==> src/rtl/pattern_detect_param_if.sv <==
// pattern_detect_param_if
//   Bundles the button inputs and all recogniser status outputs of
//   pattern_detect_param so the design and its environment share one port.
//   master: environment side (drives button, observes status)
//   slave : recogniser side (reads button, drives status)
//   Signals:
//     button      raw active-high push-buttons
//     sym_valid   1-cycle pulse, a symbol was accepted
//     sym         last accepted symbol (held)
//     multi_err   1-cycle pulse, ambiguous press rejected
//     match       1-cycle pulse, history equals the pattern
//     LED         [0] stretched match, [1] armed
//     prsnt_state number of symbols currently held
//     match_cnt   saturating match total
interface pattern_detect_param_if #(
  parameter int NUM_BTN = 2,
  parameter int SYM_W   = 1,
  parameter int PAT_LEN = 4,
  parameter int CNT_W   = 8
);
  logic [NUM_BTN-1:0]               button;
  logic                             sym_valid;
  logic [SYM_W-1:0]                 sym;
  logic                             multi_err;
  logic                             match;
  logic [1:0]                       LED;
  logic [$clog2(PAT_LEN+1)-1:0]     prsnt_state;
  logic [CNT_W-1:0]                 match_cnt;

  modport master (
    output button,
    input  sym_valid, sym, multi_err, match, LED, prsnt_state, match_cnt
  );

  modport slave (
    input  button,
    output sym_valid, sym, multi_err, match, LED, prsnt_state, match_cnt
  );
endinterface

==> src/rtl/pattern_detect_param.sv <==
// pattern_detect_param
//   Button-driven sequence recogniser. Raw buttons are synchronised and
//   debounced on a slow sample tick; each clean single press becomes one
//   symbol (the button index). The newest PAT_LEN symbols are compared with
//   PATTERN (oldest symbol in the MS position), in overlapping or
//   non-overlapping mode.
//   Ports:
//     clk    system clock
//     clr_n  asynchronous active-low reset, clears every flop
//     bus    pattern_detect_param_if.slave (button in, status out)
module pattern_detect_param #(
  parameter int                         NUM_BTN     = 2,
  parameter int                         SYM_W       = 1,
  parameter int                         PAT_LEN     = 4,
  parameter logic [PAT_LEN*SYM_W-1:0]   PATTERN     = 4'b1011,
  parameter bit                         OVERLAP     = 1'b1,
  parameter int                         DIV_BITS    = 18,
  parameter int                         DEB_SAMPLES = 4,
  parameter int                         CNT_W       = 8
) (
  input logic                   clk,
  input logic                   clr_n,
  pattern_detect_param_if.slave bus
);

  localparam int HIST_W = PAT_LEN * SYM_W;
  localparam int FILL_W = $clog2(PAT_LEN + 1);
  localparam int DEB_W  = $clog2(DEB_SAMPLES);
  localparam logic [FILL_W-1:0] FILL_FULL = FILL_W'(PAT_LEN);
  localparam logic [DEB_W-1:0]  DEB_LAST  = DEB_W'(DEB_SAMPLES - 1);

  typedef enum logic {FILL = 1'b0, ARMED = 1'b1} state_t;

  logic [NUM_BTN-1:0]   sync_meta, sync_btn;
  logic [DIV_BITS-1:0]  div_cnt;
  logic                 tick;
  logic [NUM_BTN-1:0]   deb_level, seen_low, flip, rise;
  logic [DEB_W-1:0]     deb_cnt [NUM_BTN];
  logic                 one_rise;
  logic [SYM_W-1:0]     rise_idx;
  logic                 sym_valid_q, multi_err_q, match_q;
  logic [SYM_W-1:0]     sym_q;
  // Only the PAT_LEN-1 older symbols are stored; the newest comes from sym_q.
  logic [HIST_W-SYM_W-1:0] history;
  logic [HIST_W-1:0]    hist_shift;
  logic [FILL_W-1:0]    fill, fill_inc;
  logic                 hit;
  state_t               state;
  logic [CNT_W-1:0]     match_cnt_q;
  logic                 led_match;
  logic [4:0]           led_hold;

  // Two-flop synchroniser per button
  always_ff @(posedge clk or negedge clr_n) begin
    if (!clr_n) begin
      sync_meta <= '0;
      sync_btn  <= '0;
    end else begin
      sync_meta <= bus.button;
      sync_btn  <= sync_meta;
    end
  end

  // Free-running divider; tick is high for the one cycle in which the counter reads 0
  always_ff @(posedge clk or negedge clr_n) begin
    if (!clr_n) begin
      div_cnt <= '0;
      tick    <= 1'b0;
    end else begin
      div_cnt <= div_cnt + DIV_BITS'(1);
      tick    <= &div_cnt;
    end
  end

  // A level flips on the DEB_SAMPLES-th consecutive disagreeing sample.
  // A rise only counts once the button has been seen low since reset,
  // so a button held through reset never produces a symbol.
  always_comb begin
    flip = '0;
    rise = '0;
    for (int i = 0; i < NUM_BTN; i++) begin
      flip[i] = tick && (sync_btn[i] != deb_level[i]) && (deb_cnt[i] == DEB_LAST);
      rise[i] = flip[i] && !deb_level[i] && seen_low[i];
    end
  end

  // Per-button debounce counters and levels, advanced only on sample ticks
  always_ff @(posedge clk or negedge clr_n) begin
    if (!clr_n) begin
      deb_level <= '0;
      seen_low  <= '0;
      for (int i = 0; i < NUM_BTN; i++) deb_cnt[i] <= '0;
    end else begin
      deb_level <= deb_level ^ flip;
      for (int i = 0; i < NUM_BTN; i++) begin
        if (tick) begin
          if (sync_btn[i] == deb_level[i] || flip[i]) deb_cnt[i] <= '0;
          else deb_cnt[i] <= deb_cnt[i] + DEB_W'(1);
          if (!sync_btn[i]) seen_low[i] <= 1'b1;
        end
      end
    end
  end

  // Identify the rising button and whether it rose alone
  always_comb begin
    rise_idx = '0;
    for (int i = 0; i < NUM_BTN; i++) begin
      if (rise[i]) rise_idx = SYM_W'(i);
    end
    one_rise = (rise != '0) && ((rise & (rise - NUM_BTN'(1))) == '0);
  end

  // A lone rise with every other button released is a symbol; anything else is an error
  always_ff @(posedge clk or negedge clr_n) begin
    if (!clr_n) begin
      sym_valid_q <= 1'b0;
      multi_err_q <= 1'b0;
      sym_q       <= '0;
    end else begin
      sym_valid_q <= 1'b0;
      multi_err_q <= 1'b0;
      if (rise != '0) begin
        if (one_rise && deb_level == '0) begin
          sym_valid_q <= 1'b1;
          sym_q       <= rise_idx;
        end else begin
          multi_err_q <= 1'b1;
        end
      end
    end
  end

  // Next history/fill as they will be after accepting the current symbol
  always_comb begin
    hist_shift = {history, sym_q};
    fill_inc   = (fill == FILL_FULL) ? fill : fill + FILL_W'(1);
    hit        = (fill_inc == FILL_FULL) && (hist_shift == PATTERN);
  end

  // Matcher FSM: FILL until PAT_LEN symbols are held, then ARMED.
  // In non-overlap mode a match empties the fill count and drops back to FILL.
  always_ff @(posedge clk or negedge clr_n) begin
    if (!clr_n) begin
      history     <= '0;
      fill        <= '0;
      state       <= FILL;
      match_q     <= 1'b0;
      match_cnt_q <= '0;
    end else begin
      match_q <= 1'b0;
      if (sym_valid_q) begin
        history <= hist_shift[HIST_W-SYM_W-1:0];
        match_q <= hit;
        if (hit && !OVERLAP) begin
          fill  <= '0;
          state <= FILL;
        end else begin
          fill  <= fill_inc;
          state <= (fill_inc == FILL_FULL) ? ARMED : FILL;
        end
        if (hit && match_cnt_q != '1) match_cnt_q <= match_cnt_q + CNT_W'(1);
      end
    end
  end

  // Match LED stretcher: 16 sample ticks after the latest match
  always_ff @(posedge clk or negedge clr_n) begin
    if (!clr_n) begin
      led_match <= 1'b0;
      led_hold  <= '0;
    end else if (sym_valid_q && hit) begin
      led_match <= 1'b1;
      led_hold  <= 5'd16;
    end else if (tick && led_hold != '0) begin
      led_hold <= led_hold - 5'd1;
      if (led_hold == 5'd1) led_match <= 1'b0;
    end
  end

  assign bus.sym_valid   = sym_valid_q;
  assign bus.sym         = sym_q;
  assign bus.multi_err   = multi_err_q;
  assign bus.match       = match_q;
  assign bus.LED         = {state == ARMED, led_match};
  assign bus.prsnt_state = fill;
  assign bus.match_cnt   = match_cnt_q;

endmodule
==> src/flat_wrapper.sv <==
// flat-port wrapper written by rule: the top's interface ports become plain ports
module pattern_detect_param_flat 
#(
  parameter int                         NUM_BTN     = 2,
  parameter int                         SYM_W       = 1,
  parameter int                         PAT_LEN     = 4,
  parameter logic [PAT_LEN*SYM_W-1:0]   PATTERN     = 4'b1011,
  parameter bit                         OVERLAP     = 1'b1,
  parameter int                         DIV_BITS    = 18,
  parameter int                         DEB_SAMPLES = 4,
  parameter int                         CNT_W       = 8
)
  (clk, clr_n, bus_button, bus_sym_valid, bus_sym, bus_multi_err, bus_match, bus_LED, bus_prsnt_state, bus_match_cnt);
  pattern_detect_param_if #(.NUM_BTN(NUM_BTN), .SYM_W(SYM_W), .PAT_LEN(PAT_LEN), .CNT_W(CNT_W)) bus_i ();
  input logic clk;
  input logic clr_n;
  input wire logic [$bits(bus_i.button)-1:0] bus_button;
  output wire logic [$bits(bus_i.sym_valid)-1:0] bus_sym_valid;
  output wire logic [$bits(bus_i.sym)-1:0] bus_sym;
  output wire logic [$bits(bus_i.multi_err)-1:0] bus_multi_err;
  output wire logic [$bits(bus_i.match)-1:0] bus_match;
  output wire logic [$bits(bus_i.LED)-1:0] bus_LED;
  output wire logic [$bits(bus_i.prsnt_state)-1:0] bus_prsnt_state;
  output wire logic [$bits(bus_i.match_cnt)-1:0] bus_match_cnt;
  assign bus_i.button = bus_button;
  assign bus_sym_valid = bus_i.sym_valid;
  assign bus_sym = bus_i.sym;
  assign bus_multi_err = bus_i.multi_err;
  assign bus_match = bus_i.match;
  assign bus_LED = bus_i.LED;
  assign bus_prsnt_state = bus_i.prsnt_state;
  assign bus_match_cnt = bus_i.match_cnt;
  pattern_detect_param #(.NUM_BTN(NUM_BTN), .SYM_W(SYM_W), .PAT_LEN(PAT_LEN), .PATTERN(PATTERN), .OVERLAP(OVERLAP), .DIV_BITS(DIV_BITS), .DEB_SAMPLES(DEB_SAMPLES), .CNT_W(CNT_W)) u_core (.clk(clk), .clr_n(clr_n), .bus(bus_i));
endmodule
==> config.mk <==
export PLATFORM = sky130hd
export DESIGN_NAME = pattern_detect_param_flat
export DESIGN_NICKNAME = d
export VERILOG_FILES = /design/src/rtl/pattern_detect_param_if.sv /design/src/rtl/pattern_detect_param.sv /design/src/flat_wrapper.sv
export SDC_FILE = /design/constraint.sdc
export NUM_CORES = 1
export LEC_CHECK = 0
export BUFFER_PORTS_ARGS = -buffer_cell sky130_fd_sc_hd__buf_2
export CORE_MARGIN = 2
export CORE_UTILIZATION = 50
export CTS_BUF_LIST = sky130_fd_sc_hd__clkbuf_4
export CTS_CLUSTER_SIZE = 40
export DETAILED_ROUTE_END_ITERATION = 10
export HOLD_SLACK_MARGIN = 0.06
export PLACE_DENSITY_LB_ADDON = 0.12
export SYNTH_ARGS = -nofsm -noshare
export SYNTH_HDL_FRONTEND = slang
export SYNTH_SLANG_ARGS = --single-unit
==> constraint.sdc <==
create_clock -name clk -period 2.5 [get_ports clk]
set_clock_uncertainty 0.2 [all_clocks]
set_input_delay 0.125 -clock clk [delete_from_list [all_inputs] [get_ports clk]]
set_output_delay 0.125 -clock clk [all_outputs]
set_load 0.05 [all_outputs]
Word level (Yosys, flattened, before mapping)
Cells that the tools add are included.
{"block": "totals", "register_bits": 56, "latch_bits": 0, "ramBits": 0, "romBits": 0, "input_bits": 4, "output_inout_bits": 17, "word_cells": 86, "mem_count": 0}
{"block": "classes", "n_addsub": 7, "mul": 0, "div_mod_pow": 0, "n_lt_le_gt_ge": 0, "eq_ne": 11, "shifts": 0, "n_mux": 15, "bitwise_logic": 4, "n_reduce_logical": 30}
{"operator": "adder 18 x 1 -> 18 bit (second input constant)", "count": 1}
{"operator": "AND reduction 18 bit", "count": 1}
{"operator": "logical AND 1 bit", "count": 14}
{"operator": "two-way mux 1 bit", "count": 10}
{"operator": "two-way mux 5 bit", "count": 2}
{"operator": "AND reduction 2 bit", "count": 5}
{"operator": "adder 8 x 1 -> 8 bit (second input constant)", "count": 1}
{"operator": "inequality test 8 bit (second input constant)", "count": 1}
{"operator": "== test 3 bit (second input constant)", "count": 2}
{"operator": "nonzero test 2 bit", "count": 3}
{"operator": "== test 5 x 1 -> 1 bit (second input constant)", "count": 1}
{"operator": "nonzero test 5 bit", "count": 1}
{"operator": "subtractor 5 x 1 -> 5 bit (second input constant)", "count": 1}
{"operator": "adder 2 x 1 -> 2 bit (second input constant)", "count": 2}
{"operator": "== test 2 bit (second input constant)", "count": 2}
{"operator": "== test 4 bit (second input constant)", "count": 1}
{"operator": "logical NOT 2 bit", "count": 2}
{"operator": "two-way mux 2 bit", "count": 2}
{"operator": "adder 3 x 1 -> 3 bit (second input constant)", "count": 1}
{"operator": "two-way mux 3 bit", "count": 1}
{"operator": "bitwise AND 2 bit", "count": 1}
{"operator": "== test 1 bit", "count": 2}
{"operator": "logical NOT 1 bit", "count": 2}
{"operator": "logical OR 1 bit", "count": 2}
{"operator": "4 further kinds", "count": 6}

Longest topological paths before layout
Gate-level depths: netlist of the first run.
{"block": "logic_depth", "ltp_word": 12, "depth_mapped": 8}

Least setup slack after synthesis of the first run
Ideal clock, no wire load.
{"block": "synth_timing", "path_type": "register to register", "startpoint": "register u_core.fill[0], in the netlist u_core.bus.prsnt_state[0]", "endpoint": "register u_core.match_cnt_q[1], in the netlist u_core.bus.match_cnt[1]", "setup_time_ps": 125, "arrival_ps": 2235, "t_required_ps": 2175, "setup_slack_ps": -60, "stages_incl_launch_ff": 7, "period_less_slack_ps": 2560, "cell_sequence": "dfrtp_1 > inv_1 > ha_1 > nor4bb_1 > o211ai_1 > nor2_1 > mux2_2"}
{"block": "synth_between", "elab_chain_cells": 6}
{"element": "start, declared", "line": "pattern_detect_param.sv:46", "text": "logic [FILL_W-1:0] fill, fill_inc;"}
{"element": "start signal, assigned", "line": "pattern_detect_param.sv:159", "text": "fill <= fill_inc;"}
{"element": "adder 3 x 1 -> 3 bit or == test 3 bit (tied branches)", "line": "pattern_detect_param.sv:137", "text": "fill_inc = (fill == FILL_FULL) ? fill : fill + FILL_W'(1);"}
{"element": "two-way mux 3 bit *", "line": "pattern_detect_param.sv:137"}
{"element": "named net u_core.fill_inc[1]", "line": "pattern_detect_param.sv:46"}
{"element": "== test 3 bit *", "line": "pattern_detect_param.sv:138", "text": "hit = (fill_inc == FILL_FULL) && (hist_shift == PATTERN);"}
{"element": "logical AND 1 bit *", "line": "pattern_detect_param.sv:138"}
{"element": "logical AND 1 bit *", "line": "pattern_detect_param.sv:162", "text": "if (hit && match_cnt_q != '1) match_cnt_q <= match_cnt_q + CNT_W'(1);"}
{"element": "AND reduction 2 bit (no source line) *"}
{"element": "end signal, assigned", "line": "pattern_detect_param.sv:162"}
{"element": "end, declared", "line": "pattern_detect_param.sv:49", "text": "logic [CNT_W-1:0] match_cnt_q;"}
The timed path passes the listed nets; every way through them passes the cells marked *.
A chain may end at the register's enable or synchronous reset.

Final worst setup path of the first run
{"block": "layout_timing", "startpoint": "register u_core.fill[0], in the netlist u_core.bus.prsnt_state[0]", "endpoint": "register u_core.match_cnt_q[1], in the netlist u_core.bus.match_cnt[1]"}
{"block": "layout_between", "elab_chain_cells": 6}
{"element": "adder 3 x 1 -> 3 bit or == test 3 bit (tied branches)", "line": "pattern_detect_param.sv:137"}
{"element": "two-way mux 3 bit *", "line": "pattern_detect_param.sv:137"}
{"element": "== test 3 bit *", "line": "pattern_detect_param.sv:138"}
{"element": "logical AND 1 bit *", "line": "pattern_detect_param.sv:138"}
{"element": "logical AND 1 bit *", "line": "pattern_detect_param.sv:162"}
{"element": "AND reduction 2 bit (no source line) *"}
Mark *: on every way between the ends. The rest lies on a longest branch, timed or not.

==> results of run 1 <==
## stage by stage
stage	instances	total power (W)	setup slack (ns)	cell area [um2]
after global routing	314	0.001482	0.02981	2786
final	314	0.001417	0.2029	2786
after global placement	300	0.0009531	0.1524	2639
after detailed placement	300	0.0009529	0.1206	2639
after CTS	312	0.001443	0.08193	2759
after floorplan	213	0.0009297	0.002475	2451
## power by group
| part | switching (W) | internal (W) |
|---|---|---|
| Clock | 0.000269 | 0.000209 |
| Combinational | 0.0000197 | 0.00000864 |
| Sequential | 0.00000145 | 0.000909 |
| Total | 0.000290 | 0.00113 |
## layer usage
| layer | track usage (%) | wire, um |
|---|---|---|
| met1 | 18.85 | 1713 |
| met2 | 24.60 | 1715 |
| met3 | 4.472 | 122 |
| met4 | 6.667 | 37 |
| met5 | 0 | 0 |
## flip-flops by register name, indices dropped and copies added, names as in the netlist, 2 cells and up
signal and flops:
u_core.seen_low 2, u_core.deb_cnt 4, u_core.history 3, u_core.div_cnt 18, u_core.sync_btn 2, u_core.deb_level 2
u_core.bus.prsnt_state 3, u_core.sync_meta 2, u_core.led_hold 5, u_core.bus.match_cnt 8
## area by class of cell
class                      count  area (um2)  share of cell area (%)
sequential                    56        1403                   50.34
multi-input combinational    134       959.7                   34.44
inverter                      18       67.56                   2.425
clock buffer                   5       37.54                   1.347
timing repair buffer          31       192.7                   6.915
clock inverter                 3       42.54                   1.527
tap                           67       83.83                   3.009
## what timing repair did
| action | 4_1_cts | 5_1_grt |
|---|---|---|
| setup endpoints to repair | 0 | 6 |
| hold buffers | 4 | 0 |
| gates resized for setup | 0 | 2 |
| hold endpoints to repair | 58 | 0 |
| buffers inserted | 0 | 2 |
## worst max-delay path, stage by stage (launching register included)
cell and delay, ns:
dfrtp_2 0.44, inv_1 0.06, ha_1 0.23, or3b_1 0.38, a31o_1 0.32, nor2_1 0.21, mux2_2 0.35
## kinds of logic (layout without fill, tap and decap cells)
family / after synthesis / count (layout) / synth area share, %
buffers and inverters: 23 / 57 / 4.137
adders and majority gates: 11 / 11 / 5.618
and+or+nand+nor: 72 / 72 / 16.04
xor gates and xnor gates: 29 / 29 / 10.37
AOI/OAI and AO/OA: 17 / 17 / 4.341
muxes: 5 / 5 / 2.298
DFF: 56 / 56 / 57.20
## layout by cell type (no fill, tap or decap), types with 5 or more instances in the layout
cell type / count
buf_4: 7
xor2_1: 17
inv_1: 18
nand3_1: 15
dfrtp_1: 55
xnor2_1: 12
nor2_1: 14
buf_2: 20
nand4_1: 5
o21ai_0: 6
ha_1: 11
clkbuf_4: 5
nor4_1: 5
nand2_1: 13
mux2_2: 5
## path summary, 6_finish.rpt
kind	start	to	cells past startpoint
worst min register to register	u_core.sync_meta[0]	u_core.sync_btn[0]	0
worst max-delay path	u_core.bus.prsnt_state[0]	u_core.bus.match_cnt[1]	6
max in group asynchronous	clr_n	u_core.bus.prsnt_state[0]	3
min in group clk	u_core.sync_meta[0]	u_core.sync_btn[0]	0
worst max register to register	u_core.bus.prsnt_state[0]	u_core.bus.match_cnt[1]	6
worst min-delay path	clr_n	u_core.history[0]	3
==> metrics.md, run 1 <==
| Metric | Value |
|---|---|
| Outcome | completed |
| CTS sink cnt | 56 |
| Max-cap violations | 0 |
| Antenna Diode Count | 0 |
| Max Fanout on Critical Path | 9 |
| Final hold violation count | 0 |
| Final Max Slew Viols | 0 |
| CTS Buf Count | 5 |
| Die height | 74.00 um |
| Crit start category | register |
| Setup CP Type | register to register |
| Via count | 1547 |
| First-pass GRT wire length | 6.203 mm |
| Clock transition at path regs | 0.15 ns |
| Clk buf depth | 2 |
| DRT antenna net count | 0 |
| Root buffer cell | clkbuf_4 |
| Fmax | 0.4353 GHz |
| I/O pins | 21 |
| Most common cell in the synthesized netlist | dfrtp_1 |
| Arrival @ worst endpoint | 2.37 ns |
| Fill cells | 402 |
| Hold WS | 0.07957 ns |
| CTS tree | done |
| Crit end category | register |
| Initial Utilization | 51.87% |
| Initial antenna violation count | 0 |
| Detailed-placement wirelength estimate | 2.587 mm |
| Most common library cells after synthesis | 56 x dfrtp_1, 18 x inv_1, 17 x xor2_1 |
| Cell Area, Synth | 2450 um2 |
| Share of post-route cells with drive strength above 1 | 18.22% |
| Setup Total Neg Slack | 0 ns |
| Post-synth EDFFs | 0 |
| Maximum vdd drop | 0.2918 mV |
| Slew Limit Headroom | 45.48% |
| IO buf count | 20 |
| Post-synth cell types | 34 |
| Vias in the first global route | 1405 |
| Area leader, netlist | dfrtp_1 |
| Seq cells post-synth | 56 |
| Layout area overhead | 13.74% |
| Wire per inst | 11.43 um |
| Worst skew pair latency | 0.37 ns |
| Synth async-reset ratio | 100.0% |
| Fin crit period | 2.297 ns |
| Mapped Nets | 228 |
| Pin count of the biggest net entering global routing | 22 |
| CP Data Required Time | 2.57 ns |
| Top_reg_cell synth | dfrtp_1 |
| Initial DRC count | 90 |
| GRT Util Overall | 15.13% |
| Horiz. Die Dim | 74.00 um |
| Synth warn | 0 |
| Core area | 4723 um2 |
| R2R Setup Slk | 0.20 ns |
| DRT Pass-1 Iters | 4 |
| LEAKAGE | 1.450 nW |
| Synth area leaders | dfrtp_1 57%, xor2_1 6.1%, ha_1 5.6% |
| Core Rows | 25 |
| Pwr per Cell Area | 508.7 nW/um2 |
| Final WL | 3.588 mm |
| Seq/Total Area, Yosys | 57.20% |
| Fin nets | 261 |
| Hold WC Path Type | input port to async pin |
| Final setup viols | 0 |
| Grt ovf | 0 |
| Mean Syn Cell Area | 11.50 um2 |
| Worst Tran Pin Value | 0.8151 ns |
| Die Area | 5475 um2 |
| Cells after synthesis | 213 |
| Avg Vias per Cell | 4.927 |
| Top cell type's share of synthesized area | 57.20% |
| Fin crit share | 91.88% |
| Final Util | 58.99% |
| Routability cong. | 0.8665 |
| DRC Markers | 0 |
| RSZ-0062 raised after global routing | false |
| Htree depth | 2 |
Note: power is estimated with default switching activity, not from simulation.
==> run 2, diff against run 1 <==
--- a/config.mk
+++ b/config.mk
@@ -5,12 +5,12 @@
 export SDC_FILE = /design/constraint.sdc
 export NUM_CORES = 1
 export LEC_CHECK = 0
-export BUFFER_PORTS_ARGS = -buffer_cell sky130_fd_sc_hd__buf_2
 export CORE_MARGIN = 2
 export CORE_UTILIZATION = 50
 export CTS_BUF_LIST = sky130_fd_sc_hd__clkbuf_4
 export CTS_CLUSTER_SIZE = 40
 export DETAILED_ROUTE_END_ITERATION = 10
+export DONT_BUFFER_PORTS = 1
 export HOLD_SLACK_MARGIN = 0.06
 export PLACE_DENSITY_LB_ADDON = 0.12
 export SYNTH_ARGS = -nofsm -noshare
==> run 2 against run 1 <==
Compared with the run above:
- routed wire length grew 13%
- critical endpoint is now u_core.bus.match_cnt[5]
- combinational power grew 23%
- critical path type unchanged
- largest cell class unchanged
- sequential share of layout area grew 0.068 points
- first-iteration DRC count shrank 72%
==> metrics.md, run 2 (synthesized netlist as in run 1, its figures left out) <==
| Metric | Value |
|---|---|
| Share of post-route cells with drive strength above 1 | 14.04% |
| GR Util met3 | 5.014% |
| Root buffer cell | clkbuf_4 |
| Core area | 4723 um2 |
| Worst Tran Pin Value | 0.5617 ns |
| Design Power | 0.001435 W |
| Hold path depth | 1 |
| Max Fanout on Critical Path | 6 |
| IO buf count | 0 |
| Die Area | 5475 um2 |
| DRT antenna net count | 0 |
| Post-Place Worst Slack | 0.2061 ns |
| Net switching power | 0.0002908 W |
| Max-cap violations | 0 |
| Detailed-placement wirelength estimate | 2.854 mm |
| First-pass GRT wire length | 7.093 mm |
| Initial DRC count | 25 |
| Final setup viols | 0 |
| Horiz. Die Dim | 74.00 um |
| GRT Util Overall | 16.96% |
| Worst skew pair latency | 0.37 ns |
| Fin nets | 249 |
| RSZ-0062 raised after global routing | false |
| Htree depth | 2 |
| Outcome | completed |
| Cells on worst reg2reg path | 7 |
| Largest Register | u_core.div_cnt |
| Setup CP Type | register to register |
| Maximum vdd drop | 0.3803 mV |
| Commonest non-fill, non-tap cell in the layout | dfrtp_1 |
| Placed Area | 2599 um2 |
| Grt ovf | 0 |
| DRT Pass-1 Iters | 4 |
| Hold EP | u_core.sync_meta[0] |
| CTS tree | done |
| Met1 Use GR | 18.68% |
| Via count | 1566 |
| Reg-to-reg endpoint | u_core.bus.match_cnt[5] |
| Combinational group share of total power | 2.4% |
| Arrival @ worst endpoint | 2.45 ns |
| FF-to-FF Start | u_core.bus.prsnt_state[0] |
| Slew Limit Headroom | 62.21% |
| Setup Total Neg Slack | 0 ns |
| Final Max Slew Viols | 0 |
| Pin count of the biggest net entering global routing | 45 |
| Avg Vias per Cell | 5.185 |
| Grt met2 use | 30.56% |
| LEAKAGE | 1.408 nW |
| CP Data Required Time | 2.61 ns |
| Final worst slack | 0.1646 ns |
| Fin crit period | 2.335 ns |
| Initial antenna violation count | 0 |
| Core Rows | 25 |
| Max FFs per register | 18 |
| Die height | 74.00 um |
| Final hold violation count | 0 |
| Pwr per Cell Area | 515.7 nW/um2 |
| R2R Setup Slk | 0.16 ns |
| Initial Utilization | 51.87% |
| Clk buf depth | 2 |
| Hold path startpoint | bus_button[0] |
| Final WL | 4.049 mm |
| Most frequent cells in the layout | 55 x dfrtp_1, 18 x inv_1, 17 x xor2_1 |
| Antenna Diode Count | 0 |
| Clock transition at path regs | 0.16 ns |
| Post-CTS Setup Inserts | 0 |
| DRC Markers | 0 |
| Fmax | 0.4282 GHz |
| GR peak layer | met2 |
| Sw frac | 20.26% |
| Int Pwr | 0.001144 W |
| Hold WC Path Type | input port to register |
| Clock power share | 34.1% |
| Fill cells | 401 |
| Crit end category | register |
| Routability cong. | 0.9337 |
| Reg power frac | 63.5% |
| Crit start category | register |
| Wire per inst | 13.41 um |
| CTS Buf Count | 5 |
| Fin crit share | 93.42% |
| CTS sink cnt | 56 |
| I/O pins | 21 |
| Design Area, Final | 2783 um2 |
| Vias in the first global route | 1707 |
| Layout area overhead | 13.59% |
run 2: power groups by stage:
stage	clock [W]	combinational (W)	sequential (W)
2_1_floorplan	0	0.00000201	0.000928
3_3_place_gp	0	0.00000233	0.000928
3_5_place_dp	0	0.00000261	0.000928
4_1_cts	0.000507	0.0000368	0.000911
5_1_grt	0.000546	0.0000396	0.000912
6_report	0.000489	0.0000348	0.000911
run 2: what timing repair did:
item	CTS	global route
resized for setup	0	2
endpoints found under the setup margin	0	1
endpoints found under the hold margin	58	0
hold buffers	6	0
run 2: worst max path at each step:
stage	startpoint	end	slack (ns)	cells after the start
floorplan	u_core.bus.prsnt_state[1]	u_core.bus.match_cnt[1]	0.002	6
global placement	u_core.bus.prsnt_state[0]	u_core.bus.match_cnt[7]	0.23	7
detailed placement	u_core.bus.prsnt_state[0]	u_core.bus.match_cnt[5]	0.21	7
CTS	u_core.bus.prsnt_state[0]	u_core.bus.match_cnt[5]	0.16	7
global route	u_core.bus.prsnt_state[0]	u_core.bus.match_cnt[7]	0.03	7
finish	u_core.bus.prsnt_state[0]	u_core.bus.match_cnt[5]	0.16	7
run 2: cell type report:
| type | instances | area, um2 | share of cell area, % |
|---|---|---|---|
| inverter | 18 | 67.56 | 2.428 |
| clock buffer | 6 | 45.04 | 1.619 |
| sequential | 56 | 1403 | 50.40 |
| clock inverter | 2 | 35.03 | 1.259 |
| tap | 67 | 83.83 | 3.013 |
| multi-input combinational | 134 | 955.9 | 34.35 |
| timing repair buffer | 19 | 192.7 | 6.924 |
run 2: through the flow:
step	hold slack [ns]	instances	utilization (%)
detailed placement	-0.3694	288	55.02
global placement	-0.3695	288	55.02
global route	0.06795	302	58.91
CTS	0.07386	302	58.73
finish	0.1041	302	58.91
floorplan	-0.3706	213	-
run 2: worst max-delay path, cell delays in order, from the launching register on:
cell and delay, ns:
dfrtp_2 0.45, inv_1 0.06, ha_1 0.32, nor4bb_1 0.39, o211ai_1 0.19, buf_4 0.20, nor4_1 0.30, xor2_1 0.18
run 2: per-layer routing:
metal / wire (um) / up-vias
li1: - / 763
met1: 1728 / 772
met2: 2096 / 24
met3: 153 / 7
met4: 70 / 0
met5: 0 / -
==> run 3, diff against run 2 <==
--- a/config.mk
+++ b/config.mk
@@ -5,6 +5,7 @@
 export SDC_FILE = /design/constraint.sdc
 export NUM_CORES = 1
 export LEC_CHECK = 0
+export CAP_MARGIN = 20
 export CORE_MARGIN = 2
 export CORE_UTILIZATION = 50
 export CTS_BUF_LIST = sky130_fd_sc_hd__clkbuf_4
@@ -13,6 +14,7 @@
 export DONT_BUFFER_PORTS = 1
 export HOLD_SLACK_MARGIN = 0.06
 export PLACE_DENSITY_LB_ADDON = 0.12
+export SETUP_SLACK_MARGIN = 0.2
 export SYNTH_ARGS = -nofsm -noshare
 export SYNTH_HDL_FRONTEND = slang
 export SYNTH_SLANG_ARGS = --single-unit
==> run 3 against run 2 <==
Compared with the run above:
- largest cell class unchanged
- critical path depth shrank 2
- critical path type unchanged
- final cell count up 0.33%
- count of clock-buffer cells in the layout down 1
==> metrics.md, run 3 (synthesized netlist as in run 1, its figures left out) <==
| Metric | Value |
|---|---|
| Post-Place Worst Slack | 0.2416 ns |
| Cells on worst reg2reg path | 5 |
| Commonest non-fill, non-tap cell in the layout | dfrtp_1 |
| Maximum vdd drop | 0.3615 mV |
| Crit start category | register |
| Max FFs per register | 18 |
| Combinational group share of total power | 1.9% |
| Htree depth | 2 |
| LEAKAGE | 1.403 nW |
| Net switching power | 0.0002759 W |
| Wire per inst | 12.67 um |
| Pin count of the biggest net entering global routing | 57 |
| Setup CP Type | register to register |
| Reg-to-reg endpoint | u_core.bus.match_cnt[7] |
| CP Data Required Time | 2.60 ns |
| Pwr per Cell Area | 500.9 nW/um2 |
| Core area | 4723 um2 |
| I/O pins | 21 |
| Core Rows | 25 |
| Vias in the first global route | 1575 |
| Fill cells | 399 |
| Most frequent cells in the layout | 54 x dfrtp_1, 17 x inv_1, 17 x xor2_1 |
| IO buf count | 0 |
| CTS sink cnt | 56 |
| Antenna Diode Count | 0 |
| DRT Pass-1 Iters | 4 |
| Final hold violation count | 0 |
| Share of post-route cells with drive strength above 1 | 16.95% |
| Initial Utilization | 51.87% |
| Avg Vias per Cell | 5.211 |
| Routability cong. | 0.8861 |
| Initial DRC count | 63 |
| Crit end category | register |
| Worst Setup EP | u_core.bus.match_cnt[7] |
| Largest Register | u_core.div_cnt |
| DRC Markers | 0 |
| Slew Limit Headroom | 61.02% |
| Fmax | 0.4521 GHz |
| Final Util | 59.10% |
| Sw frac | 19.73% |
| Int Pwr | 0.001122 W |
| Via count | 1579 |
| Final WL | 3.838 mm |
| Layout area overhead | 13.94% |
| Horiz. Die Dim | 74.00 um |
| Grt ovf | 0 |
| Reg power frac | 65.1% |
| Final Max Slew Viols | 0 |
| First-pass GRT wire length | 6.665 mm |
| Max Fanout on Critical Path | 9 |
| R2R Setup Slk | 0.29 ns |
| Root buffer cell | clkbuf_4 |
| Detailed-placement wirelength estimate | 2.840 mm |
| Fin crit period | 2.212 ns |
| Hold WC Path Type | input port to async pin |
| Worst Tran Pin Value | 0.5794 ns |
| Area of the multi-input gates | 983.4 um2 |
| Fin crit share | 88.48% |
| Final setup viols | 0 |
| Initial antenna violation count | 0 |
| DRT antenna net count | 0 |
| Die height | 74.00 um |
| CTS tree | done |
| GRT Util Overall | 15.82% |
| Arrival @ worst endpoint | 2.31 ns |
| Max-cap violations | 0 |
| Die Area | 5475 um2 |
| CTS Buf Count | 5 |
| Final worst slack | 0.2880 ns |
| Setup Total Neg Slack | 0 ns |
| Fin nets | 250 |
| Clock transition at path regs | 0.14 ns |
| FF-to-FF Start | u_core.bus.prsnt_state[0] |
| Worst skew pair latency | 0.36 ns |
| Clk buf depth | 2 |
| Outcome | completed |
| Crit path from | u_core.bus.prsnt_state[0] |
| Register Area | 1404 um2 |
| RSZ-0062 raised after global routing | true |
| Clock power share | 32.9% |
run 3: cell types whose count changed in the layout (fill, tap and decap cells not counted), sizes merged:
cell,before,now
dlygate4sd3,4,3
clkbuf,6,5
buf,15,17
clkinv,1,2
run 3: per-stage QoR:
stage / instances / hold slack, ns / cell area (um2) / total power [W]
2_1_floorplan: 213 / -0.3706 / 2474 / 0.0009296
3_3_place_gp: 289 / -0.3694 / 2629 / 0.0009302
3_5_place_dp: 289 / -0.3688 / 2629 / 0.0009304
4_1_cts: 301 / 0.06662 / 2761 / 0.001417
5_1_grt: 303 / 0.06997 / 2791 / 0.001462
6_report: 303 / 0.05972 / 2791 / 0.001398
run 3: layout make-up:
cell class                      instances  share of cell area, %
Inverter                               18                  2.420
Timing Repair Buffer                   20                  6.365
Clock buffer                            5                  1.345
Sequential cell                        56                  50.29
Multi-Input combinational cell        134                  35.23
Clock inverter                          3                  1.345
Tap cell                               67                  3.003
run 3: power by group through the flow:
stage	combinational, W	clock [W]	sequential [W]
after floorplan	0.00000201	0	0.000928
after global placement	0.00000221	0	0.000928
after detailed placement	0.00000229	0	0.000928
after CTS	0.0000290	0.000478	0.000911
after global routing	0.0000316	0.000519	0.000912
final	0.0000272	0.000460	0.000911
run 3: how the worst min path moves through the flow:
stage           from                         to  cells past startpoint
6_report       clr_n       u_core.bus.multi_err                      2
5_1_grt        clr_n         u_core.seen_low[0]                      2
4_1_cts        clr_n        u_core.deb_level[1]                      2
3_5_place_dp   clr_n  u_core.bus.prsnt_state[1]                      0
3_3_place_gp   clr_n  u_core.bus.prsnt_state[2]                      0
2_1_floorplan  clr_n           u_core.bus.match                      0
run 3: critical path, stage by stage, from the launching register on:
cell and delay [ns]:
dfrtp_2 0.47, ha_1 0.25, or3b_1 0.35, a31o_2 0.32, nor4_1 0.37, xor2_1 0.17
run 3: what timing repair did:
action,in CTS,in global routing
setup buffers,0,2
hold endpoints to repair,58,0
hold buffers,4,0
gates resized for setup,0,4
setup endpoints to repair,0,14
run 3: routing by layer:
metal | track usage (%) | share of wire, % | wire (um) | vias to the layer above
met4 | 4.848 | 1.2 | 46 | 0
met2 | 27.88 | 50 | 1906 | 23
li1 | - | - | - | 767
met1 | 19.04 | 45 | 1713 | 784
met3 | 4.201 | 4.5 | 172 | 5
met5 | 0 | 0 | 0 | -
